`src/rtl/tdm_pkg.sv`:
```
`default_nettype none
// ============================================================================
// Module   : tdm_pkg
// Brief    : Shared types and constants for the 4-channel TDM receiver.
// Revision : 1.0 - initial release
// ============================================================================
package tdm_pkg;

  localparam int TDM_CHANNELS = 4;

  localparam logic [1:0] SEL_U = 2'b00;
  localparam logic [1:0] SEL_V = 2'b01;
  localparam logic [1:0] SEL_W = 2'b10;
  localparam logic [1:0] SEL_X = 2'b11;

  typedef enum logic [0:0] {
    IDLE = 1'b0,
    SLOT = 1'b1
  } tdm_state_t;

endpackage
`default_nettype wire

```
`src/rtl/tdm_slot_timer.sv`:
```
`default_nettype none
// ============================================================================
// Module   : tdm_slot_timer
// Brief    : Settle counter plus channel counter; flags the last edge of a slot.
// Revision : 1.0 - initial release
// ============================================================================
module tdm_slot_timer
  import tdm_pkg::*;
#(
  parameter int SETTLE = 1
) (
  input  logic       clk,
  input  logic       rst_n,
  input  logic       load,
  input  logic       enable,
  output logic [1:0] ch,
  output logic       slot_end
);

  localparam logic [3:0] c_settle = 4'(SETTLE);

  logic [3:0] r_cnt;
  logic [1:0] r_ch;

  assign slot_end = enable && (r_cnt == c_settle);
  assign ch       = r_ch;

  // Channel wraps 3 -> 0 on the final slot, which is also the restart point.
  always_ff @(posedge clk or negedge rst_n) begin
    if (!rst_n) begin
      r_cnt <= 4'd0;
      r_ch  <= SEL_U;
    end else if (load) begin
      r_cnt <= 4'd0;
      r_ch  <= SEL_U;
    end else if (slot_end) begin
      r_cnt <= 4'd0;
      r_ch  <= r_ch + 2'd1;
    end else if (enable) begin
      r_cnt <= r_cnt + 4'd1;
    end
  end

endmodule
`default_nettype wire

```
`src/rtl/tdm_demux4.sv`:
```
`default_nettype none
// ============================================================================
// Module   : tdm_demux4
// Brief    : Sequences a 4:1 mux select, samples each channel, and publishes
//            all four values as one coherent frame.
// Revision : 1.0 - initial release
// ============================================================================
module tdm_demux4
  import tdm_pkg::*;
#(
  parameter int WIDTH  = 1,
  parameter int SETTLE = 1
) (
  input  logic             GlobalClock,
  input  logic             resetn,
  input  logic             start,
  input  logic [WIDTH-1:0] m,
  output logic             s0,
  output logic             s1,
  output logic             busy,
  output logic [WIDTH-1:0] u,
  output logic [WIDTH-1:0] v,
  output logic [WIDTH-1:0] w,
  output logic [WIDTH-1:0] x,
  output logic             frame_valid,
  output logic             overrun
);

  tdm_state_t       r_state;
  tdm_state_t       w_next_state;
  logic             w_load;
  logic             w_slot_end;
  logic             w_frame_done;
  logic             w_drop;
  logic             r_start_d;
  logic [1:0]       w_ch;
  logic [WIDTH-1:0] r_shadow [TDM_CHANNELS-1];
  logic [WIDTH-1:0] r_u;
  logic [WIDTH-1:0] r_v;
  logic [WIDTH-1:0] r_w;
  logic [WIDTH-1:0] r_x;
  logic             r_frame_valid;
  logic             r_overrun;

  tdm_slot_timer #(
    .SETTLE (SETTLE)
  ) u_timer (
    .clk      (GlobalClock),
    .rst_n    (resetn),
    .load     (w_load),
    .enable   (r_state == SLOT),
    .ch       (w_ch),
    .slot_end (w_slot_end)
  );

  assign w_frame_done = (r_state == SLOT) && w_slot_end && (w_ch == SEL_X);
  // Only a fresh assertion counts as dropped, so a held start never flags overrun.
  assign w_drop       = (r_state == SLOT) && start && !r_start_d && !w_frame_done;

  always_comb begin
    w_next_state = r_state;
    w_load       = 1'b0;
    case (r_state)
      IDLE: begin
        if (start) begin
          w_next_state = SLOT;
          w_load       = 1'b1;
        end
      end
      SLOT: begin
        if (w_frame_done && !start) begin
          w_next_state = IDLE;
        end
      end
      default: w_next_state = IDLE;
    endcase
  end

  for (genvar g = 0; g < TDM_CHANNELS - 1; g++) begin : g_shadow
    always_ff @(posedge GlobalClock or negedge resetn) begin
      if (!resetn) begin
        r_shadow[g] <= '0;
      end else if (w_slot_end && (w_ch == 2'(g))) begin
        r_shadow[g] <= m;
      end
    end
  end

  // Channel x is taken straight from m on the completion edge.
  always_ff @(posedge GlobalClock or negedge resetn) begin
    if (!resetn) begin
      r_state       <= IDLE;
      r_start_d     <= 1'b0;
      r_u           <= '0;
      r_v           <= '0;
      r_w           <= '0;
      r_x           <= '0;
      r_frame_valid <= 1'b0;
      r_overrun     <= 1'b0;
    end else begin
      r_state       <= w_next_state;
      r_start_d     <= start;
      r_frame_valid <= w_frame_done;
      if (w_frame_done) begin
        r_u <= r_shadow[0];
        r_v <= r_shadow[1];
        r_w <= r_shadow[2];
        r_x <= m;
      end
      if (w_load) begin
        r_overrun <= 1'b0;
      end else if (w_drop) begin
        r_overrun <= 1'b1;
      end
    end
  end

  assign s1          = w_ch[1];
  assign s0          = w_ch[0];
  assign busy        = (r_state == SLOT);
  assign u           = r_u;
  assign v           = r_v;
  assign w           = r_w;
  assign x           = r_x;
  assign frame_valid = r_frame_valid;
  assign overrun     = r_overrun;

endmodule
`default_nettype wire
```
`config.mk`:
```
export PLATFORM = sky130hd
export DESIGN_NAME = tdm_demux4
export DESIGN_NICKNAME = d
export VERILOG_FILES = /design/src/rtl/tdm_pkg.sv /design/src/rtl/tdm_slot_timer.sv /design/src/rtl/tdm_demux4.sv
export SDC_FILE = /design/constraint.sdc
export NUM_CORES = 1
export LEC_CHECK = 0
export CORE_MARGIN = 4
export CORE_UTILIZATION = 45
export DETAILED_ROUTE_END_ITERATION = 7
export PLACE_DENSITY = 0.69
export REMOVE_ABC_BUFFERS = 1
export SYNTH_ARGS = -nofsm -noshare
export SYNTH_HDL_FRONTEND = slang
export SYNTH_SLANG_ARGS = --single-unit
```
`constraint.sdc`:
```
create_clock -name GlobalClock -period 2.3 [get_ports GlobalClock]
set_input_delay 0.345 -clock GlobalClock [delete_from_list [all_inputs] [get_ports GlobalClock]]
set_output_delay 0.345 -clock GlobalClock [all_outputs]
set_load 0.03 [all_outputs]
```
=== Word-level counts from Yosys, hierarchy flattened ===
Cells that the tools add are included.

* Flip-flop bits (word level): 17
* Input port bits: 4
* Output and inout bits: 9
* Logic and storage cells: 48

* Add/subtract/negate cells: 2
* Equality and inequality tests: 4
* Mux-type cells: 11
* Bitwise gates (word level): 1
* Reduce and logical (&&, ||, !) cells: 17

{| class="wikitable"
|+ Operator list
! cell !! count
|-
| 4-bit 2-to-1 mux || 3
|-
| 1-bit logical AND || 10
|-
| 1-bit 2-to-1 mux || 5
|-
| 4-bit by 1-bit adder with 4-bit output (second input constant) || 1
|-
| 2-bit equality test (second input constant) || 2
|-
| 4-bit by 1-bit equality test with 1-bit output (second input constant) || 1
|-
| 2-bit 2-to-1 mux || 2
|-
| 2-bit nonzero test || 2
|-
| 1-bit zero test || 3
|-
| 3-bit nonzero test || 1
|-
| 2-bit by 1-bit adder with 2-bit output (second input constant) || 1
|-
| 2-bit by 1-bit equality test with 1-bit output (second input constant) || 1
|-
| 2-bit zero test || 1
|-
| 1-bit case mux with 2 select lines || 1
|-
| 1-bit inverter || 1
|}

=== Logic depth before layout (Yosys ltp) ===
* Depth after elaboration: 8
* Mapped depth: 6
* Mapped depth without buffers: 5

=== By module ===
Synthesis repeated with hierarchy kept, for this count alone.

* Cell total of the unflattened synthesis: 56
* Area total of the unflattened synthesis: 748.2 µm²

{| class="wikitable"
|+ By module, submodules not included
! module !! times used !! cells an instance !! area an instance (µm²) !! sequential area each (µm²)
|-
| tdm_demux4 || 1 || 28 || 436.7 || 275.3
|-
| tdm_slot_timer || 1 || 28 || 311.5 || 150.1
|}

=== Worst setup path after synthesis ===
Ideal clock, no wire load.

* Kind: reg2reg
* Start: register u_timer.r_cnt[0]
* End: register r_shadow[0] (netlist name)
* Library setup time: 127 ps
* Arrival time: 1309 ps
* Data required time: 2173 ps
* Path slack: 864 ps
* Stages on the path, launching flop included: 6
* Buffers on the path: 1
* Period minus slack after synthesis: 1436 ps
* Cell sequence: dfrtp_1 > ha_1 > and4bb_1 > buf_4 > nand2_1 > mux2_1

* Longest elaborated chain between the ends: 3

{| class="wikitable"
|+ Ends and longest elaborated chain
! item !! line !! source
|-
| from (decl) || tdm_slot_timer.sv:22 || <nowiki>logic [3:0] r_cnt;</nowiki>
|-
| from (signal assigned) || tdm_slot_timer.sv:40 || <nowiki>r_cnt <= r_cnt + 4'd1;</nowiki>
|-
| 4-bit by 1-bit equality test with 1-bit output || tdm_slot_timer.sv:25 || <nowiki>assign slot_end = enable && (r_cnt == c_settle);</nowiki>
|-
| 1-bit logical AND || tdm_slot_timer.sv:25 ||
|-
| 1-bit logical AND || tdm_demux4.sv:83 || <nowiki>end else if (w_slot_end && (w_ch == 2'(g))) begin</nowiki>
|-
| to (signal, indexed assignment) || tdm_demux4.sv:84 || <nowiki>r_shadow[g] <= m;</nowiki>
|-
| to (decl) || tdm_demux4.sv:37 || <nowiki>logic [WIDTH-1:0] r_shadow [TDM_CHANNELS-1];</nowiki>
|}

No other way between the ends.
A chain may end at the register's enable or synchronous reset.

=== Worst setup path in the final report ===
* Start: register r_state (netlist: busy)
* End: output busy

{| class="wikitable"
|+ RTL lines
! item !! line !! source
|-
| from (decl) || tdm_demux4.sv:29 || <nowiki>tdm_state_t r_state;</nowiki>
|-
| from (signal assigned) || tdm_demux4.sv:101 || <nowiki>r_state <= w_next_state;</nowiki>
|-
| to (decl) || tdm_demux4.sv:20 || <nowiki>output logic busy,</nowiki>
|}

No word-level cell between the ends.

==> flow_summary_export.csv <==
group,metric,value,unit
clocking,cts_buffers,3,
grt,grt_overflow,0,
floorplan,start_util,49.44,%
detailed_routing,ant_nets,0,
logic_synthesis,synth_xor_area_share,0,%
critical_path,r2r_start,"u_timer.r_cnt[1]",
min_path,hold_path.class,"in -> async",
logic_synthesis,synthAdderAreaFrac,9.740,%
logic_synthesis,synth_cell_types,22,
detailed_routing,vias_per_cell,5.160,
job,maxCapViolCount,0,
critical_path,crit_slowest_cell,"clkdlybuf4s50_1",
logic_synthesis,syn_area,770.7,µm²
timing,fin_crit,1.918,ns
grt,grt_pass1_vias,492,
clocking,h-tree-depth,1,
floorplan,die_h,49.39,µm
detailed_routing,dr_total_vias,485,
clocking,post_cts_buffers,0,
outcome,status,"completed",
clocking,postCtsResizedCells,0,
critical_path,worstSetupPathType,"reg -> out",
clocking,postCtsHoldBufs,0,
final_layout,final_core_util,59.39,%
logic_synthesis,synth_top_family_by_area,"simple AND/OR/NAND/NOR gates",
detailed_routing,drt_iter0_drc,1,
final_layout,layout_common_cells,"dfrtp_1, clkdlybuf4s50_1, nand2_1",
logic_synthesis,seq_area_frac_synth,55.19,%
timing,finalSetupTns,0,ns
critical_path,r2r_slack,0.47,ns
placement,port_buffers,12,
timing,tightest_slew,0.7197,ns
logic_synthesis,yosys.area_share.simple,12.50,%
clocking,max-clock-path-buffers,2,
logic_synthesis,synth_compound_gate_area_share,7.630,%
floorplan,fp-row-count,14,
clocking,clock_sinks,17,
critical_path,critPathLaunchType,"flop",
final_layout,design_area,925.9,µm²
critical_path,startpoint,"busy",
floorplan,die_area,2439,µm²
power_and_ir_drop,p_leak,0.4252,nW
final_layout,synthToLayoutAreaGrowth,20.13,%
placement,hpwl,882.9,µm
detailed_routing,dr.pass1.iters,4,
grt,grt_antenna_before_repair,0,
final_layout,final_common_cell,"dfrtp_1",
power_and_ir_drop,p_per_area,1268,nW/µm²
final_layout,diodes,0,
timing,rsz0062_at_grt,"false",
logic_synthesis,muxShareOfSynthArea,11.53,%
timing,finalSetupViolCount,0,
placement,gp_congestion,0.6738,
critical_path,path_cells,"clkdlybuf4s50_1",
critical_path,worstPathArrival,1.57,ns
logic_synthesis,yosysWarnings,0,
critical_path,r2r-end,"u",
final_layout,final_layout_size_suffix_gt1_share,3.846,%
logic_synthesis,synth-seq-cells,17,
detailed_routing,drc_errors,0,
clocking,clock_latency,0.28,ns
critical_path,slowest_delay,0.74,ns
detailed_routing,route.final.wire_length,1.182,mm
timing,max_slew_margin,51.87,%
timing,slew_violations,0,
critical_path,cpLargestDelayFamily,"buffers and inverters",
timing,hold_viol,0,
floorplan,die_x,49.39,µm
critical_path,crit_required,1.96,ns
clocking,cts_tree,"built",
critical_path,r2r_cells,5,
power_and_ir_drop,ir_worst_vdd,0.7240,mV
floorplan,ioPinCount,13,
timing,period_share,83.39,%
logic_synthesis,avgSynthCellArea,12.04,µm²
detailed_routing,wl_per_cell,12.57,µm
timing,fin_worst_skew,0.004176,ns
grt,grt_usage,11.35,%
floorplan,core-area,1559,µm²
clocking,cts_root_buffer,"clkbuf_4",
critical_path,critPathMaxFanout,13,
clocking,clk_pin_slew_worst_paths,0.09,ns
critical_path,cp_num_buf_inv,1,
grt,grt_max_degree,18,
placement,placed_cell_area,899.6,µm²
critical_path,cp-end-kind,"primary output",
timing,fmax,0.5214,GHz
grt,grt_pass1_wl,2.111,mm
logic_synthesis,synthCells,64,
final_layout,nNetsFinal,89,
-- how the worst max path moves through the flow --
stage,endpoint,slack (ns),depth (start not counted)
2_1_floorplan,u,0.58,3
3_3_place_gp,x,0.56,4
3_5_place_dp,x,0.49,5
4_1_cts,busy,0.37,1
5_1_grt,busy,0.31,1
6_report,busy,0.38,1
-- metal layers --
metal | vias to the layer above | GRT usage [%] | share of wire [%]
li1 | 246 | - | -
met3 | 2 | 2.752 | 4.5
met2 | 11 | 16.52 | 42
met1 | 226 | 15.09 | 53
met4 | 0 | 6.912 | 1.0
met5 | - | 0 | 0
-- logic make-up after synthesis --
family                   count (synthesis)
AND/OR/NAND/NOR                         18
flip-flops                              17
AO/OA/AOI/OAI                            9
multiplexers                             8
buffers and inverters                    6
adder cells (fa/ha/maj)                  6
-- per-stage QoR --
step                      hold WS [ns]  total power, W  instances  setup WS (ns)
after CTS                       0.4941        0.001193         94         0.3693
final                           0.4859        0.001174         94         0.3821
after global placement          0.4649        0.001020         90         0.5565
after global routing            0.5121        0.001271         94         0.3123
after detailed placement        0.4750        0.001034         90         0.4880
after floorplan                0.04941       0.0008438         62         0.5787
-- area by class of cell --
| type | count | area (µm²) |
|---|---|---|
| fill | 131 | 633.1 |
| sequential | 17 | 425.4 |
| multi-input combinational | 41 | 319.1 |
| timing repair buffer | 12 | 120.1 |
| clock buffer | 4 | 26.28 |
| tap | 16 | 20.02 |
| inverter | 4 | 15.01 |
-- state kept, by name, indices dropped and copies added (netlist names) --
register / cells
u_timer.r_cnt: 4
v: 1
u_timer.ch: 2
r_start_d: 1
frame_valid: 1
busy: 1
u: 1
r_shadow: 3
w: 1
x: 1
overrun: 1
-- report_power, final --
group | internal, W | leakage, nW | switching [W]
clock | 0.0000673 | 0.0150 | 0.0000851
sequential | 0.000420 | 0.201 | 0.0000952
combinational | 0.000237 | 0.209 | 0.000269
-- cells in the mapped netlist --
master	n	area share, %
dfrtp_1	17	55
nand2_1	8	3.9
mux2_1	7	10
ha_1	6	9.7
inv_1	4	1.9
a21oi_1	2	1.3
a22o_1	2	2.3
nand2b_1	2	1.6
nor2_1	2	0.97
o21ai_1	2	1.3
a21o_1	1	0.97
and3b_1	1	1.1
and4bb_1	1	1.6
buf_4	1	0.97
clkbuf_1	1	0.49
mux2i_1	1	1.3
nand3_1	1	0.65
nand3b_1	1	0.97
nand4_1	1	0.81
nor2b_1	1	0.81
o21ai_0	1	0.65
o32ai_1	1	1.1
(Power assumes the default switching activity.)
